$ cat src/rtl/bist_engine.sv
// ============================================================================
// Module   : bist_engine
// Brief    : Logic BIST controller with LFSR pattern source, scan sequencing and MISR compaction.
// Revision : 1.0 - initial release
// ============================================================================
`default_nettype none

module bist_engine #(
  parameter int                N_IN       = 3,
  parameter int                N_OUT      = 2,
  parameter int                LFSR_W     = 8,
  parameter logic [LFSR_W-1:0] LFSR_TAPS  = 8'hB8,
  parameter logic [LFSR_W-1:0] LFSR_SEED  = 8'h01,
  parameter int                MISR_W     = 8,
  parameter logic [MISR_W-1:0] MISR_TAPS  = 8'hB8,
  parameter int                SCAN_LEN   = 4,
  parameter int                N_PATTERNS = 16,
  parameter logic [MISR_W-1:0] GOLDEN     = 8'h00
) (
  input  logic              clk,
  input  logic              rst,
  input  logic              bist_start,
  input  logic              bist_abort,
  input  logic [N_IN-1:0]   func_in,
  output logic [N_IN-1:0]   cut_in,
  output logic              scan_en,
  output logic              scan_in,
  input  logic              scan_out,
  input  logic [N_OUT-1:0]  cut_resp,
  output logic              running,
  output logic              bist_end,
  output logic              pass_fail,
  output logic [MISR_W-1:0] signature
);

  localparam int SC_W = $clog2(SCAN_LEN + 1);
  localparam int PC_W = $clog2(N_PATTERNS + 1);

  typedef enum logic [2:0] {
    IDLE    = 3'd0,
    SEED    = 3'd1,
    SHIFT   = 3'd2,
    CAPTURE = 3'd3,
    FLUSH   = 3'd4,
    COMPARE = 3'd5,
    DONE    = 3'd6
  } state_t;

  state_t            state;
  state_t            state_d;
  logic [LFSR_W-1:0] lfsr;
  logic [MISR_W-1:0] misr;
  logic [SC_W-1:0]   shift_cnt;
  logic [PC_W-1:0]   pat_cnt;
  logic              pass_fail_q;

  logic              active;
  logic              shift_last;
  logic              more_pat;
  logic              misr_upd;
  logic [LFSR_W-1:0] lfsr_adv;
  logic [MISR_W-1:0] resp_vec;
  logic [MISR_W-1:0] misr_nxt;

  assign active     = (state != IDLE) && (state != DONE);
  assign shift_last = (shift_cnt == SC_W'(SCAN_LEN - 1));
  assign more_pat   = (pat_cnt < PC_W'(N_PATTERNS - 1));
  assign misr_upd   = (state == SHIFT) || (state == CAPTURE) || (state == FLUSH);
  assign lfsr_adv   = {lfsr[LFSR_W-2:0], ^(lfsr & LFSR_TAPS)};
  assign misr_nxt   = {misr[MISR_W-2:0], ^(misr & MISR_TAPS)} ^ resp_vec;

  // Response word: scan_out in bit 0, CUT outputs above it, zero-extended
  always_comb begin
    resp_vec            = '0;
    resp_vec[N_OUT:0]   = {cut_resp, scan_out};
  end

  always_ff @(posedge clk or posedge rst) begin
    if (rst) begin
      state <= IDLE;
    end else begin
      state <= state_d;
    end
  end

  always_comb begin
    state_d   = state;
    cut_in    = func_in;
    scan_en   = 1'b0;
    scan_in   = 1'b0;
    running   = active;
    bist_end  = (state == DONE);
    pass_fail = pass_fail_q;
    signature = misr;
    if (active) begin
      cut_in = lfsr[N_IN-1:0];
    end
    case (state)
      IDLE:    if (bist_start) state_d = SEED;
      SEED:    state_d = SHIFT;
      SHIFT: begin
        scan_en = 1'b1;
        scan_in = lfsr[LFSR_W-1];
        if (shift_last) state_d = CAPTURE;
      end
      CAPTURE: state_d = more_pat ? SHIFT : FLUSH;
      FLUSH: begin
        scan_en = 1'b1;
        if (shift_last) state_d = COMPARE;
      end
      COMPARE: state_d = DONE;
      DONE:    if (!bist_start) state_d = IDLE;
      default: state_d = IDLE;
    endcase
    // Abort outranks every in-run transition
    if (active && bist_abort) state_d = IDLE;
  end

  always_ff @(posedge clk or posedge rst) begin
    if (rst) begin
      lfsr        <= LFSR_SEED;
      misr        <= '0;
      shift_cnt   <= '0;
      pat_cnt     <= '0;
      pass_fail_q <= 1'b0;
    end else if (state == SEED) begin
      lfsr        <= LFSR_SEED;
      misr        <= '0;
      shift_cnt   <= '0;
      pat_cnt     <= '0;
      pass_fail_q <= 1'b0;
    end else begin
      // Lockup guard: an all-zero LFSR would never leave zero on its own
      if (lfsr == '0) begin
        lfsr <= LFSR_W'(1);
      end else if (state == SHIFT) begin
        lfsr <= lfsr_adv;
      end
      if (misr_upd) begin
        misr <= misr_nxt;
      end
      if ((state == SHIFT) || (state == FLUSH)) begin
        shift_cnt <= shift_last ? '0 : shift_cnt + SC_W'(1);
      end
      if (state == CAPTURE) begin
        pat_cnt <= pat_cnt + PC_W'(1);
      end
      if (active && bist_abort) begin
        pass_fail_q <= 1'b0;
      end else if (state == COMPARE) begin
        pass_fail_q <= (misr == GOLDEN);
      end
    end
  end

endmodule

`default_nettype wire

$ cat config.mk
export PLATFORM = sky130hd
export DESIGN_NAME = bist_engine
export DESIGN_NICKNAME = d
export VERILOG_FILES = /design/src/rtl/bist_engine.sv
export SDC_FILE = /design/constraint.sdc
export NUM_CORES = 1
export LEC_CHECK = 0
export ABC_CLOCK_PERIOD_IN_PS = 1500
export BUFFER_PORTS_ARGS = -buffer_cell sky130_fd_sc_hd__buf_2
export CORE_MARGIN = 2
export CORE_UTILIZATION = 50
export DETAILED_ROUTE_END_ITERATION = 12
export PLACE_DENSITY = 0.8
export SYNTH_ARGS = -nofsm -noshare
export SYNTH_HDL_FRONTEND = slang
export SYNTH_SLANG_ARGS = --single-unit
$ cat constraint.sdc
create_clock -name clk -period 1.5 [get_ports clk]
set_input_delay 0.075 -clock clk [delete_from_list [all_inputs] [get_ports clk]]
set_output_delay 0.075 -clock clk [all_outputs]
set_load 0.01 [all_outputs]
==> impl_metrics.ini <==
[cts]
clkTransAtPathRegs_ps = 150
cts_sinks = 28
cts_made_buffers = 3
tritoncts = built
insertion_delay_ps = 330
cts_buffer_depth = 2
cts_root_buffer = clkbuf_4
htreeDepth = 1

[timing]
max_slew_margin = 0.767
clock.fmax_mhz = 587
setup_viol = 20
fin_crit_sh = 1.14
fin_skew_ps = 10.0
hold_violations = 0
worst_pin_slew_ps = 350
rsz0062_at_grt = yes
slew_viol_final = 0
fin_ws_ps = -205
period_needed_ps = 1700

[power]
power.density_nw_per_um2 = 1300
totalPowerFinal_uw = 2960
total_leakage_power_uw = 0.00111
p_switching_uw = 1100
share_comb_of_total_power = 0.503
clkPwrFrac = 0.110
internal_power_uw = 1860
irDropWorstVdd_mv = 0.904
switching_share = 0.372
seqPwrFrac = 0.387

[global_routing]
grtUsageTotal = 0.229
antenna_found_initial = 0
grt_pass1_wl_um = 6200
grt_max_degree = 29
grt_pass1_vias = 1377
grt_overflow_total = 0

[logic_synthesis]
synth_nets = 181
synth_cells = 167
synth.area.top_cells = dfrtp_1 (42%), a21oi_1 (5.9%), mux2i_1 (5.6%)
ys.warnings.count = 0
ys_seq_area_frac = 0.438
avgSynthCellArea_um2 = 9.60
synth_cell_types = 38
synth_edf_count = 0
synth_top_flop_cell = dfrtp_1
ys_ff_latch = 28
ys_async_sr_fraction = 1.00
syn_area_um2 = 1600
synth_top_area_frac = 0.422
yosysTopAreaCell = dfrtp_1

[routing]
firstDrtPassIters = 4
vias = 1510
drc_errors = 0
vias_per_cell = 5.68
first_iter_violations = 77
wire_per_inst_um = 15.8
wl_um = 4210
ant_nets = 0

[floorplan]
rows = 20
die_area_um2 = 3670
initial_core_util = 0.525
io-pin-count = 26
die_w_um = 60.6
die_y_um = 60.6
core_area_um2 = 3050

[place]
pre_cts_ws_ps = -86.4
io_buffers = 25
dp.cells = 243
dp_hpwl_um = 2600
routabilityCongestion = 0.812

[critical_path]
cp_max_fo = 4
start_kind = flip-flop
crit_chain = xnor2_2, and2b_2, mux2_4, buf_6
crit_type = flip-flop to primary output
cpMaxStageDelayCell = dfrtp_1
critPathMaxStageDelay_ps = 440
crit_path_end_kind = primary output
worstPathArrival_ps = 1630
crit_required_ps = 1420

[layout]
syn_to_final_growth_pct = 42.1
num_antenna_cells = 0
drive_gt1_frac = 0.383
final_nets = 237
fin_cells = 266
final_util = 0.746

[run_status]
violations = negative setup slack
status = complete, but fails checks

[run]
cap_violations = 0

[worst_hold_path]
hold_class = input port to flip-flop
## cells in the mapped netlist (all sizes together) (2+ instances only)
cell	instances
a21o	2
a21oi	19
a221oi	8
a22o	3
and2	2
and2b	2
and3	3
buf	9
dfrtp	27
ha	4
inv	8
mux2	3
mux2i	9
nand2	20
nand2b	2
nand3	4
nor2	10
nor2b	3
nor4	2
o21ai	5
o31ai	2
xnor2	4
xor2	5
## power by group through the flow
stage / logic (µW) / registers (µW) / clock network, µW
final: 1490 / 1150 / 326
after global routing: 1610 / 1170 / 373
after CTS: 1250 / 1130 / 326
after detailed placement: 1100 / 1140 / 0
after global placement: 1040 / 1130 / 0
after floorplan: 706 / 1130 / 0
## worst max-delay path, delay by kind of cell, from the launching register on
| kind | cells | cell delay [ps] |
|---|---|---|
| xor+xnor | 1 | 190 |
| buf+inv | 1 | 120 |
| flops | 1 | 440 |
| mux | 1 | 320 |
| simple gates | 1 | 230 |
## registers in the layout, summed over array words and instances (netlist names)
register and count:
signature 8, state 3, shift_cnt 3, pass_fail 1, pat_cnt 5, lfsr 8
## through the flow
step	area (µm²)	hold slack [ps]	TNS (ps)
finish	2280	148	-2020
global route	2280	149	-3170
CTS	2060	162	-1460
detailed placement	1880	152	-302
global placement	1880	154	-6.81
floorplan	1600	140	0
## final timing paths
path	from	endpoint	slack [ps]	cells past startpoint
min	cut_resp[1]	signature[2]$_DFFE_PP0P_	150	4
max reg2reg	lfsr[4]$_DFFE_PP0P_	lfsr[0]$_DFFE_PP1P_	-100	6
max in group asynchronous	rst	lfsr[0]$_DFFE_PP1P_	870	4
max	state[2]$_DFFE_PP0P_	cut_in[1]	-200	4
min reg2reg	pat_cnt[4]$_DFFE_PP0P_	pat_cnt[4]$_DFFE_PP0P_	500	1
min in group asynchronous	rst	lfsr[4]$_DFFE_PP0P_	330	4
## cells by family after synthesis
group           Yosys count  synth area share
xor+xnor                  9            0.0492
fa+ha+maj                 4            0.0312
simple gates             53             0.176
buf+inv                  18            0.0515
compound gates           43             0.176
flops                    28             0.438
mux                      12            0.0773
## cell type report
| class | instances | area [µm²] |
|---|---|---|
| clock buffers | 4 | 26.3 |
| fillers | 206 | 776 |
| inverters | 8 | 32.5 |
| multi-input cells | 121 | 905 |
| flip-flops and latches | 28 | 703 |
| well taps | 44 | 55.1 |
| repair buffers | 61 | 556 |
## cell usage in the layout, fill, tap and decap left out, types with 2 or more instances in the layout
master	n
a21oi_1	17
and2b_2	2
nor2_4	3
ha_1	4
o21ai_0	5
inv_1	7
mux2i_1	8
xor2_1	5
dlygate4sd3_1	3
xnor2_1	3
and3_1	2
a22o_1	3
buf_2	18
nand2_1	20
dfrtp_1	26
a21oi_2	2
buf_6	12
and2_4	2
nor2b_1	3
o31ai_1	2
a221oi_1	8
clkbuf_16	3
clkbuf_4	3
nor2_1	6
buf_12	3
mux2_4	3
a21o_1	2
nand3_1	4
buf_4	22
## repair_timing
| item | CTS | global route |
|---|---|---|
| endpoints found under the setup margin | 11 | 19 |
| pin swaps | 2 | 12 |
| cloned | 0 | 3 |
| endpoints found under the hold margin | 29 | 0 |
| resized for setup | 19 | 22 |
| buffers inserted | 5 | 10 |
| hold buffers | 3 | 0 |
## metal layers
layer,routed length (µm),part of all wire,track usage
met2,2240,0.53,0.404
met4,87,0.021,0.0901
met3,164,0.039,0.0341
met1,1710,0.41,0.280
met5,0,0,0
Power figures use the tool's default switching activity.
